<file path="config.mk">
export PLATFORM = sky130hd
export DESIGN_NAME = note_highway_renderer
export DESIGN_NICKNAME = d
export VERILOG_FILES = /design/src/rtl/note_highway_pkg.sv /design/src/rtl/note_highway_renderer_lane.sv /design/src/rtl/note_highway_renderer.sv
export SDC_FILE = /design/constraint.sdc
export NUM_CORES = 2
export LEC_CHECK = 0
export ABC_CLOCK_PERIOD_IN_PS = 17640
export CAP_MARGIN = 20
export CORE_MARGIN = 4
export CORE_UTILIZATION = 58
export CTS_BUF_LIST = sky130_fd_sc_hd__clkbuf_8
export CTS_CLUSTER_SIZE = 28
export DETAILED_ROUTE_END_ITERATION = 8
export GPL_TIMING_DRIVEN = 0
export PLACE_DENSITY = 0.74
export SLEW_MARGIN = 25
export SYNTH_ARGS = -nofsm -noshare
export SYNTH_HDL_FRONTEND = slang
export SYNTH_SLANG_ARGS = --single-unit
</file>
<file path="constraint.sdc">
create_clock -name clk -period 17.64 [get_ports clk]
set_clock_uncertainty 0.1 [all_clocks]
set_input_delay 3.528 -clock clk [delete_from_list [all_inputs] [get_ports clk]]
set_output_delay 3.528 -clock clk [all_outputs]
set_load 0.02 [all_outputs]
</file>
<file path="src/rtl/note_highway_pkg.sv">
// Shared geometry defaults, lane colours and the note slot record for the note highway renderer.
package note_highway_pkg;
  localparam int H_ACT = 640;
  localparam int V_ACT = 480;

  typedef struct packed {
    logic       active;
    logic [9:0] y;
  } note_slot_t;

  localparam logic [3:0][11:0] LANE_COLORS = {12'h00F, 12'hFF0, 12'hF00, 12'h0F0};

  function automatic logic [11:0] lane_color(input int i);
    logic [1:0] idx;
    idx = 2'(i % 4);
    return LANE_COLORS[idx];
  endfunction
endpackage

</file>
<file path="src/rtl/note_highway_renderer_lane.sv">
// One lane: slot array, lowest-free spawn allocation, largest-y hit search, scroll/miss, note pixel flag.
module note_lane
  import note_highway_pkg::*;
#(
  parameter int IDX     = 0,
  parameter int SLOTS   = 8,
  parameter int LANE_X0 = 160,
  parameter int LANE_W  = 80,
  parameter int NOTE_H  = 16,
  parameter int SPEED   = 2,
  parameter int HIT_Y   = 440,
  parameter int HIT_WIN = 16
) (
  input  logic       clk,
  input  logic       rst,
  input  logic       tick,
  input  logic       spawn,
  input  logic       hit,
  input  logic [9:0] h_count,
  input  logic [9:0] v_count,
  output logic       free,
  output logic       hit_now,
  output logic       miss_now,
  output logic       note_here
);
  localparam int SW = (SLOTS > 1) ? $clog2(SLOTS) : 1;
  localparam logic [10:0] X_LO   = 11'(LANE_X0 + IDX * LANE_W + 4);
  localparam logic [10:0] X_HI   = 11'(LANE_X0 + (IDX + 1) * LANE_W - 4);
  localparam logic [10:0] WIN_LO = 11'(HIT_Y - HIT_WIN);
  localparam logic [10:0] WIN_HI = 11'(HIT_Y + HIT_WIN);
  localparam logic [10:0] SPD    = 11'(SPEED);
  localparam logic [10:0] NH     = 11'(NOTE_H);

  note_slot_t      slots [SLOTS];
  logic [SW-1:0]   spawn_idx, hit_idx;
  logic [10:0]     best_y;
  logic            found;
  logic [10:0]     h11, v11;

  assign h11 = {1'b0, h_count};
  assign v11 = {1'b0, v_count};

  always_comb begin
    free      = 1'b0;
    spawn_idx = '0;
    found     = 1'b0;
    best_y    = '0;
    hit_idx   = '0;
    miss_now  = 1'b0;
    note_here = 1'b0;
    for (int s = SLOTS - 1; s >= 0; s--) begin
      if (!slots[s].active) begin
        free      = 1'b1;
        spawn_idx = SW'(s);
      end
    end
    // strict '>' keeps the lowest index when two notes share a y
    for (int s = 0; s < SLOTS; s++) begin
      if (slots[s].active && {1'b0, slots[s].y} >= WIN_LO && {1'b0, slots[s].y} <= WIN_HI &&
          (!found || {1'b0, slots[s].y} > best_y)) begin
        found   = 1'b1;
        best_y  = {1'b0, slots[s].y};
        hit_idx = SW'(s);
      end
    end
    hit_now = hit & found;
    for (int s = 0; s < SLOTS; s++) begin
      if (tick && slots[s].active && !(hit_now && hit_idx == SW'(s)) &&
          {1'b0, slots[s].y} + SPD >= WIN_HI)
        miss_now = 1'b1;
      if (slots[s].active && v11 >= {1'b0, slots[s].y} && v11 < {1'b0, slots[s].y} + NH &&
          h11 >= X_LO && h11 < X_HI)
        note_here = 1'b1;
    end
  end

  always_ff @(posedge clk or posedge rst) begin
    if (rst) begin
      for (int s = 0; s < SLOTS; s++) slots[s] <= '0;
    end else begin
      for (int s = 0; s < SLOTS; s++) begin
        if (hit_now && hit_idx == SW'(s)) begin
          slots[s].active <= 1'b0;
        end else if (tick && slots[s].active) begin
          if ({1'b0, slots[s].y} + SPD >= WIN_HI) slots[s].active <= 1'b0;
          else                                   slots[s].y      <= slots[s].y + 10'(SPEED);
        end else if (spawn && !slots[s].active && spawn_idx == SW'(s)) begin
          slots[s].active <= 1'b1;
          slots[s].y      <= '0;
        end
      end
    end
  end
endmodule

</file>
<file path="src/rtl/note_highway_renderer.sv">
// Note highway pixel stage: frame tick, lane array, registered rgb and hit/miss pulses.
// Optional HIT_FLASH_EN: hit line of a lane flashes green for 8 frame ticks after a hit.
module note_highway_renderer
  import note_highway_pkg::*;
#(
  parameter int NUM_LANES = 4,
  parameter int SLOTS     = 8,
  parameter int LANE_X0   = 160,
  parameter int LANE_W    = 80,
  parameter int NOTE_H    = 16,
  parameter int SPEED     = 2,
  parameter int HIT_Y     = 440,
  parameter int HIT_WIN   = 16,
  localparam int LW       = (NUM_LANES > 1) ? $clog2(NUM_LANES) : 1
) (
  input  logic          clk,
  input  logic          rst,
  input  logic [9:0]    h_count,
  input  logic [9:0]    v_count,
  input  logic          note_valid,
  input  logic [LW-1:0] note_lane,
  output logic          note_ready,
  input  logic          hit_valid,
  input  logic [LW-1:0] hit_lane,
  output logic          hit_pulse,
  output logic          miss_pulse,
  output logic [11:0]   rgb
);
  logic v_last_q, v_last_q2, tick;
  logic [NUM_LANES-1:0] free, hit_now, miss_now, here, spawn_l, hit_l;
  logic [11:0] rgb_d;
  logic [10:0] h11, v11;

  assign h11 = {1'b0, h_count};
  assign v11 = {1'b0, v_count};

  always_ff @(posedge clk or posedge rst) begin
    if (rst) begin
      v_last_q  <= 1'b0;
      v_last_q2 <= 1'b0;
    end else begin
      v_last_q  <= (v_count == 10'(V_ACT));
      v_last_q2 <= v_last_q;
    end
  end
  assign tick       = v_last_q & ~v_last_q2;
  assign note_ready = free[note_lane] & ~tick;

  for (genvar i = 0; i < NUM_LANES; i++) begin : g_lane
    assign spawn_l[i] = note_valid & note_ready & (note_lane == LW'(i));
    assign hit_l[i]   = hit_valid & (hit_lane == LW'(i));
    note_lane #(
      .IDX(i), .SLOTS(SLOTS), .LANE_X0(LANE_X0), .LANE_W(LANE_W), .NOTE_H(NOTE_H),
      .SPEED(SPEED), .HIT_Y(HIT_Y), .HIT_WIN(HIT_WIN)
    ) u_lane (
      .clk(clk), .rst(rst), .tick(tick), .spawn(spawn_l[i]), .hit(hit_l[i]),
      .h_count(h_count), .v_count(v_count), .free(free[i]), .hit_now(hit_now[i]),
      .miss_now(miss_now[i]), .note_here(here[i])
    );
  end

`ifdef HIT_FLASH_EN
  logic [NUM_LANES-1:0]      flash_on;
  logic [NUM_LANES-1:0][2:0] flash_cnt;

  always_ff @(posedge clk or posedge rst) begin
    if (rst) begin
      flash_on  <= '0;
      flash_cnt <= '0;
    end else begin
      for (int i = 0; i < NUM_LANES; i++) begin
        if (hit_now[i]) begin
          flash_on[i]  <= 1'b1;
          flash_cnt[i] <= '0;
        end else if (tick && flash_on[i]) begin
          flash_cnt[i] <= flash_cnt[i] + 3'd1;
          if (flash_cnt[i] == 3'd7) flash_on[i] <= 1'b0;
        end
      end
    end
  end
`endif

  always_comb begin
    logic        any_note, in_span, hit_row, divider;
    logic [11:0] note_col, line_col;
    any_note = 1'b0;
    note_col = 12'h000;
    divider  = 1'b0;
    line_col = 12'hFFF;
    in_span  = h11 >= 11'(LANE_X0) && h11 < 11'(LANE_X0 + NUM_LANES * LANE_W);
    hit_row  = v11 == 11'(HIT_Y) || v11 == 11'(HIT_Y + 1);
    for (int i = 0; i < NUM_LANES; i++) begin
      if (here[i]) begin
        any_note = 1'b1;
        note_col = lane_color(i);
      end
`ifdef HIT_FLASH_EN
      if (flash_on[i] && h11 >= 11'(LANE_X0 + i * LANE_W) && h11 < 11'(LANE_X0 + (i + 1) * LANE_W))
        line_col = 12'h0F0;
`endif
    end
    for (int i = 0; i <= NUM_LANES; i++)
      if (h11 == 11'(LANE_X0 + i * LANE_W)) divider = 1'b1;
    rgb_d = 12'h000;
    if (h11 < 11'(H_ACT) && v11 < 11'(V_ACT)) begin
      if (any_note)               rgb_d = note_col;
      else if (in_span && hit_row) rgb_d = line_col;
      else if (divider)           rgb_d = 12'h444;
    end
  end

  always_ff @(posedge clk or posedge rst) begin
    if (rst) begin
      rgb        <= 12'h000;
      hit_pulse  <= 1'b0;
      miss_pulse <= 1'b0;
    end else begin
      rgb        <= rgb_d;
      hit_pulse  <= |hit_now;
      miss_pulse <= |miss_now;
    end
  end
endmodule

</file>
# Yosys cells after proc, flatten, opt, wreduce, memory -nomap -nowiden

Cells that the tools add are included.
Widths: inputs -> output; s select.

Add/sub/neg operators: 96
Magnitude comparators: 201
Eq/ne operators: 134
Multiplexer cells: 395
Bitwise operators: 49
Reduce and logical (&&, ||, !) cells: 676

Operators by type and width:

| operator              | number |
|---|---|
| $mux 11               | 65 |
| $mux 10               | 60 |
| $logic_and 1x1->1     | 415 |
| $add 10x2->11 const B | 32 |
| $add 10x5->11 const B | 32 |
| $ge 11x9->1 const B   | 32 |
| $lt 10x11->1          | 32 |
| $ge 10x9->1 const B   | 34 |
| $add 10x2->10 const B | 32 |
| $ge 10x10->1          | 32 |
| $le 10x9->1 const B   | 32 |
| $gt 10x10->1          | 28 |
| $mux 1                | 206 |
| $mux 3                | 48 |
| $eq 3x3->1 const B    | 32 |
| $ne 3x3->1 const B    | 32 |
| $reduce_and 3->1      | 32 |
| $reduce_bool 3->1     | 32 |
| $logic_not 1->1       | 92 |
| $mux 12               | 6 |
| $ne 2x2->1 const B    | 32 |
| $reduce_and 2->1      | 32 |
| $reduce_bool 2->1     | 32 |
| $eq 10x9->1 const B   | 6 |
| 19 further kinds      | 143 |

Bits in registers: 368
Bits of input ports: 28
Output and inout port bits: 15
Logic and storage cells: 1620

# Longest topological paths before layout

Depth in word-level cells: 46
Gate-level depth with buffers: 74
Depth with buffers taken out: 66

# Hierarchy

From an unflattened synthesis, not the netlist that was laid out.

Cell total of the unflattened synthesis: 5635
Area total of the unflattened synthesis: 45882.8 sq um

Modules (own cells, without submodules):

| module                        | times used | cells each | area an instance (sq um) | seq. area each (sq um) |
|---|---|---|---|---|
| note_lane at g_lane[1].u_lane | 1          | 1405       | 11390.9                  | 2001.9 |
| note_lane at g_lane[2].u_lane | 1          | 1384       | 11379.7                  | 2001.9 |
| note_lane at g_lane[0].u_lane | 1          | 1396       | 11228.3                  | 2001.9 |
| note_lane at g_lane[3].u_lane | 1          | 1375       | 11213.3                  | 2001.9 |
| note_highway_renderer         | 1          | 75         | 670.6                    | 250.2 |

# Worst setup path before layout

Ideal clock, no wire load.

Path type: register to register
Start: register g_lane[3].u_lane.slots[81] (netlist bit)
End: register g_lane[3].u_lane.slots[50] (netlist bit)
Setup time: 131 ps
Arrival: 14490 ps
Required time: 17409 ps
Path slack: 2919 ps
Stages on the path, launching flop included: 75
Path buffers: 8
Period minus slack after synthesis: 14721 ps
Cell sequence: dfrtp_1 > buf_2 > inv_1 > ha_1 > a21boi_0 > a311oi_1 > a211oi_2 > clkbuf_1 > nand2_1 > ha_1 > a21o_1 > a21o_1 > a221o_1 > a221oi_1 > a21o_1 > buf_2 > mux2i_1 > inv_1 > (+39 left out) > a21oi_1 > nor2_1 > clkbuf_1 > a21o_1 > o2bb2ai_1 > ha_1 > nand2_1 > nor3_1 > a21oi_1 > a32oi_1 > a221oi_1 > nand3_1 > nor3b_1 > a311o_1 > clkbuf_1 > a21oi_1 > o21ai_0 > o31ai_1

Longest elaborated chain between the ends: 36
Elaborated cells between the ends (all ways): 59
Classes of those cells: order compare (9); eq/ne (1); mux (22); bitwise (2); reduce/logical (25)

Ends and longest elaborated chain:

| what                                                   | RTL line                                                           | RTL |
|---|---|---|
| start, declared                                        | note_highway_renderer_lane.sv:34                                   | `note_slot_t slots [SLOTS];` |
| $ge 10x9->1                                            | note_highway_renderer_lane.sv:59                                   | `if (slots[s].active && {1'b0, slots[s].y} >= WIN_LO && {1'b0, slots[s].y} <= WIN_HI &&` |
| $logic_and 1x1->1 (2 in series)                        | note_highway_renderer_lane.sv:59                                   |  |
| $mux 10 / $mux 1 (equally long branches)               | note_highway_renderer_lane.sv:59                                   |  |
| $gt 10x10->1 / $logic_not 1->1 (equally long branches) | note_highway_renderer_lane.sv:60                                   | `(!found \|\| {1'b0, slots[s].y} > best_y)) begin` |
| $logic_or 1x1->1                                       | note_highway_renderer_lane.sv:60                                   |  |
| $logic_and 1x1->1                                      | note_highway_renderer_lane.sv:59                                   |  |
| $mux 10 / $mux 1 (equally long branches)               | note_highway_renderer_lane.sv:59                                   |  |
| $gt 10x10->1 / $logic_not 1->1 (equally long branches) | note_highway_renderer_lane.sv:60                                   |  |
| (+19 left out)                                         | n/a                                                                |  |
| $gt 10x10->1 / $logic_not 1->1 (equally long branches) | note_highway_renderer_lane.sv:60                                   |  |
| $logic_or 1x1->1                                       | note_highway_renderer_lane.sv:60                                   |  |
| $logic_and 1x1->1                                      | note_highway_renderer_lane.sv:59                                   |  |
| $mux 3 / $mux 1 (equally long branches)                | note_highway_renderer_lane.sv:59                                   |  |
| $eq 3x2->1 / $and 1x1->1 (equally long branches)       | note_highway_renderer_lane.sv:82, note_highway_renderer_lane.sv:66 |  |
| $logic_and 1x1->1 (*)                                  | note_highway_renderer_lane.sv:82                                   | `if (hit_now && hit_idx == SW'(s)) begin` |
| $not 1->1 (no source line) (*)                         | n/a                                                                |  |
| $reduce_and 3->1 (no source line) (*)                  | n/a                                                                |  |

Mark *: on every way between the ends. The rest lies on a longest branch, timed or not.
A chain may end at the register's enable or synchronous reset.

# Final worst setup path

Start: register g_lane[3].u_lane.slots[81] (netlist bit)
End: register miss_pulse

Longest elaborated chain between the ends: 46
Elaborated cells between the ends (all ways): 106
Classes of those cells: add/sub (1); order compare (10); eq/ne (7); mux (30); bitwise (1); reduce/logical (57)

Ends and longest elaborated chain:

| what                                                   | RTL line                                                           | RTL |
|---|---|---|
| $ge 10x9->1                                            | note_highway_renderer_lane.sv:59                                   |  |
| $logic_and 1x1->1 (2 in series)                        | note_highway_renderer_lane.sv:59                                   |  |
| $mux 10 / $mux 1 (equally long branches)               | note_highway_renderer_lane.sv:59                                   |  |
| $gt 10x10->1 / $logic_not 1->1 (equally long branches) | note_highway_renderer_lane.sv:60                                   |  |
| $logic_or 1x1->1                                       | note_highway_renderer_lane.sv:60                                   |  |
| $logic_and 1x1->1                                      | note_highway_renderer_lane.sv:59                                   |  |
| $mux 10 / $mux 1 (equally long branches)               | note_highway_renderer_lane.sv:59                                   |  |
| $gt 10x10->1 / $logic_not 1->1 (equally long branches) | note_highway_renderer_lane.sv:60                                   |  |
| (+22 left out)                                         | n/a                                                                |  |
| $mux 3 / $mux 1 (equally long branches)                | note_highway_renderer_lane.sv:59                                   |  |
| $logic_not 3->1 / $and 1x1->1 (equally long branches)  | note_highway_renderer_lane.sv:68, note_highway_renderer_lane.sv:66 |  |
| $logic_and 1x1->1                                      | note_highway_renderer_lane.sv:68                                   | `if (tick && slots[s].active && !(hit_now && hit_idx == SW'(s)) &&` |
| $logic_not 1->1                                        | note_highway_renderer_lane.sv:68                                   |  |
| $logic_and 1x1->1 (2 in series)                        | note_highway_renderer_lane.sv:68                                   |  |
| $mux 1 (7 in series)                                   | note_highway_renderer_lane.sv:68                                   |  |
| $mux 1 (*)                                             | note_highway_renderer_lane.sv:68                                   |  |
| $reduce_or 4->1 (*)                                    | note_highway_renderer.sv:121                                       | `miss_pulse <= \|miss_now;` |
| end signal, assigned                                   | note_highway_renderer.sv:121                                       |  |
| end, declared                                          | note_highway_renderer.sv:26                                        | `output logic miss_pulse,` |

Marked as above.

==> impl_results.md <==
- Status: finished, final reports clean
- Vias in the first global route: 41210
- Root buf cell: clkbuf_8
- Crit. End Element: register
- First-pass GRT wire length: 221200 um
- Most frequent CP cell: a21o_1
- Placed Cells: 6723
- Antenna violations before repair: 5
- Die Span X: 285.3 um
- Sw frac: 0.4400
- Die area: 81390 sq um
- Seq cells post-synth: 330
- Syn. warnings: 0
- CP peak stage delay: 510 ps
- Hold Crit Start: v_last_q$_DFF_PP0_
- Wire per inst: 20.16 um
- Power Density: 77.71 nW/um^2
- Final min period: 16810 ps
- Post-synth EDFFs: 0
- Clock power frac: 0.252
- Vias per cell: 6.368
- CTS clk-pin slew, worst paths: 60 ps
- Post-placement setup slack: -364.2 ps
- CTS tree: done
- Slowest CP cell: a221oi_2
- Final Power: 3.772 mW
- Worst Setup SP: g_lane[3].u_lane.slots[81]$_DFFE_PP0P_
- Post-CTS Hold Buffers: 0
- Critical path peak fanout: 10
- Synth-to-layout area growth: 8.849%
- Starting Density: 0.5862
- Register Area: 8258 sq um
- Largest net degree at the start of global routing: 79
- Placer Congestion: 0.9531
- Min setup slack post-route: 833.7 ps
- Port Buffers: 41
- Internal: 2.112 mW
- Leakage: 20.86 nW
- Max frequency: 0.05950 GHz
- WL final: 138300 um
- Layout net count: 6721
- Clock buffer depth: 3
- Routed Antenna Nets: 0
- Non-filler instance count after layout: 6860
- Post-route clock period utilization: 0.9527
- Worst setup SP type: register
- H-tree depth: 3
- Crit path kind: reg -> reg
- Post-Syn Area: 44600 sq um
- Critical path required time: 18030 ps
- Most used DFF post-synth: dfrtp_1
- Syn Area/Cell: 7.948 sq um
- Slew HR: 0.2343
- Worst Hold Class: reg -> reg
- Seq/Total Area, Yosys: 0.1852
- Post-DP HPWL: 102900 um
- Initial DRC count: 3564
- Layout cells sized above 1: 0.05699
- RSZ-0062 raised after global routing: no
- Cts bufs inserted: 72
- Core ar.: 76080 sq um
- Fillers: 6794
- Die Ht: 285.3 um
- Combinational share of power: 0.478
- Final setup fails: 0
- Total grt overflow: 0
- Library cells used by synthesis: 108
- Post-synth ARST share: 1.000
- Clock sinks: 330
- Syn Inst Count: 5611
- Site Rows: 101
- Slew @ Worst Pin: 1149 ps
- Net switching power: 1.660 mW
- Cell area after layout: 48540 sq um
- Worst vdd ir: 0.05574 mV
- Placed Area: 46800 sq um
- Seq pwr share: 0.270
- Io pins: 43
- Clock Latency Late Sink: 680 ps
- Final hold vios: 0
- # DRC: 0
- Max capacitance violation total: 0
- GRT Resource Usage Total: 0.3299
- WP data arrival: 17190 ps
- Router iterations before antenna repair: 8
- Max Transition Viols Final: 0
- Worst flop-to-flop path startpoint: g_lane[3].u_lane.slots[81]$_DFFE_PP0P_
- Total Neg Setup Slack: 0 ps
- Routed via count: 43680
- Multi-input gate area in the final layout: 33930 sq um
power groups by stage:
stage	logic (mW)	registers, mW	clock network [mW]
finish	1.80	1.02	0.950
detailed placement	1.75	1.02	0
CTS	1.76	1.01	0.961
floorplan	1.30	0.967	0
global route	2.05	1.03	0.999
global placement	1.68	1.02	0
metrics by stage:
step / hold slack, ps / util
6_report: 330.1 / 0.6381
5_1_grt: 337.3 / 0.6380
4_1_cts: 334.7 / 0.6361
3_5_place_dp: 322.3 / 0.6152
3_3_place_gp: 322.4 / 0.6099
2_1_floorplan: 267.7 / -
final timing paths:
kind / endpoint / slack, ps / cells after the start
max in group asynchronous: g_lane[2].u_lane.slots[61]$_DFFE_PP0P_ / 13120 / 4
worst min-delay path: v_last_q2$_DFF_PP0_ / 330 / 0
worst max-delay path: miss_pulse$_DFF_PP0_ / 830 / 71
worst min register to register: v_last_q2$_DFF_PP0_ / 330 / 0
min in group asynchronous: g_lane[3].u_lane.slots[71]$_DFFE_PP0P_ / 3150 / 2
worst max register to register: miss_pulse$_DFF_PP0_ / 830 / 71
cells by family after synthesis:
family | Yosys count | share of synthesized area
AOI/OAI and AO/OA | 1687 | 0.2445
and+or+nand+nor | 1684 | 0.1867
adders and majority gates | 926 | 0.2597
buffers and inverters | 683 | 0.05945
DFF | 330 | 0.1852
xor gates and xnor gates | 168 | 0.03299
muxes | 132 | 0.03137
other | 1 | 0.00008409
sequential cells by signal, indices dropped and copies added, names as in the netlist:
signal,flops
v_last_q,1
v_last_q2,1
hit_pulse,1
miss_pulse,1
g_lane.u_lane.slots,320
rgb,6
cells in the final DEF (no fill, tap or decap), types with 91 or more instances in the layout:
| cell | count |
|---|---|
| nand2_1 | 434 |
| o31ai_1 | 97 |
| o21a_1 | 131 |
| o21ai_0 | 557 |
| nand4_1 | 91 |
| inv_1 | 479 |
| clkbuf_1 | 154 |
| dfrtp_1 | 330 |
| nand3_1 | 265 |
| clkbuf_8 | 104 |
| ha_1 | 924 |
| a21oi_1 | 281 |
| xnor2_1 | 166 |
| nor2_1 | 382 |
| nor3_1 | 136 |
routing by layer:
metal	vias up	routed length, um	GRT usage
met3	310	10340	0.04836
li1	20990	-	-
met2	1659	61030	0.5227
met1	20730	61220	0.4526
met4	0	5713	0.1333
met5	-	0	0
worst max-delay path, delay by kind of cell, from the launching register on:
kind | cells | cell delay, ps
buf+inv | 9 | 1840
mux | 4 | 1390
simple gates | 10 | 1750
flops | 1 | 400
compound gates | 40 | 8790
fa+ha+maj | 8 | 2330
cell usage after synthesis, types with 24 or more instances:
master | instances | area (sq um)
a31oi_1 | 56 | 350.3
mux2i_1 | 70 | 700.7
o21a_1 | 131 | 983.4
xnor2_1 | 166 | 1454
o22ai_1 | 25 | 156.4
and3_1 | 46 | 287.8
nand3_1 | 266 | 1331
mux2_2 | 62 | 698.2
o31ai_1 | 97 | 728.2
nor2b_1 | 39 | 244.0
a21oi_1 | 282 | 1411
o211ai_1 | 53 | 397.9
nor4b_1 | 24 | 210.2
nor4_1 | 28 | 175.2
dfrtp_1 | 330 | 8258
clkbuf_1 | 165 | 619.3
nor3_1 | 137 | 685.7
nand2b_1 | 25 | 156.4
a21o_1 | 90 | 675.7
a21boi_0 | 50 | 375.4
nand2_1 | 435 | 1633
inv_1 | 463 | 1738
buf_2 | 30 | 150.1
o21ai_0 | 560 | 2803
or3_1 | 43 | 269.0
nor2_1 | 384 | 1441
nand4_1 | 91 | 569.3
and2_1 | 39 | 244.0
ha_1 | 924 | 11560
a211oi_1 | 48 | 360.4
o41ai_1 | 46 | 402.9
and4_1 | 35 | 306.5
area by class of cell:
cell class                      instances  share of cell area
Buffer                                217             0.01907
Multi-Input combinational cell       4625              0.6990
Tap cell                             1030             0.02655
Inverter                              466             0.03624
Timing Repair Buffer                   57             0.01637
Clock inverter                         27            0.002938
Sequential cell                       330              0.1701
Clock buffer                          104             0.02949
Antenna cell                            4           0.0002062
timing repair:
| action | in CTS | in global routing |
|---|---|---|
| pin swaps | 0 | 4 |
| endpoints found under the setup margin | 26 | 144 |
| setup buffers | 0 | 2 |
| resized for setup | 6 | 34 |
No activity file was read; power rests on OpenSTA's default activity.
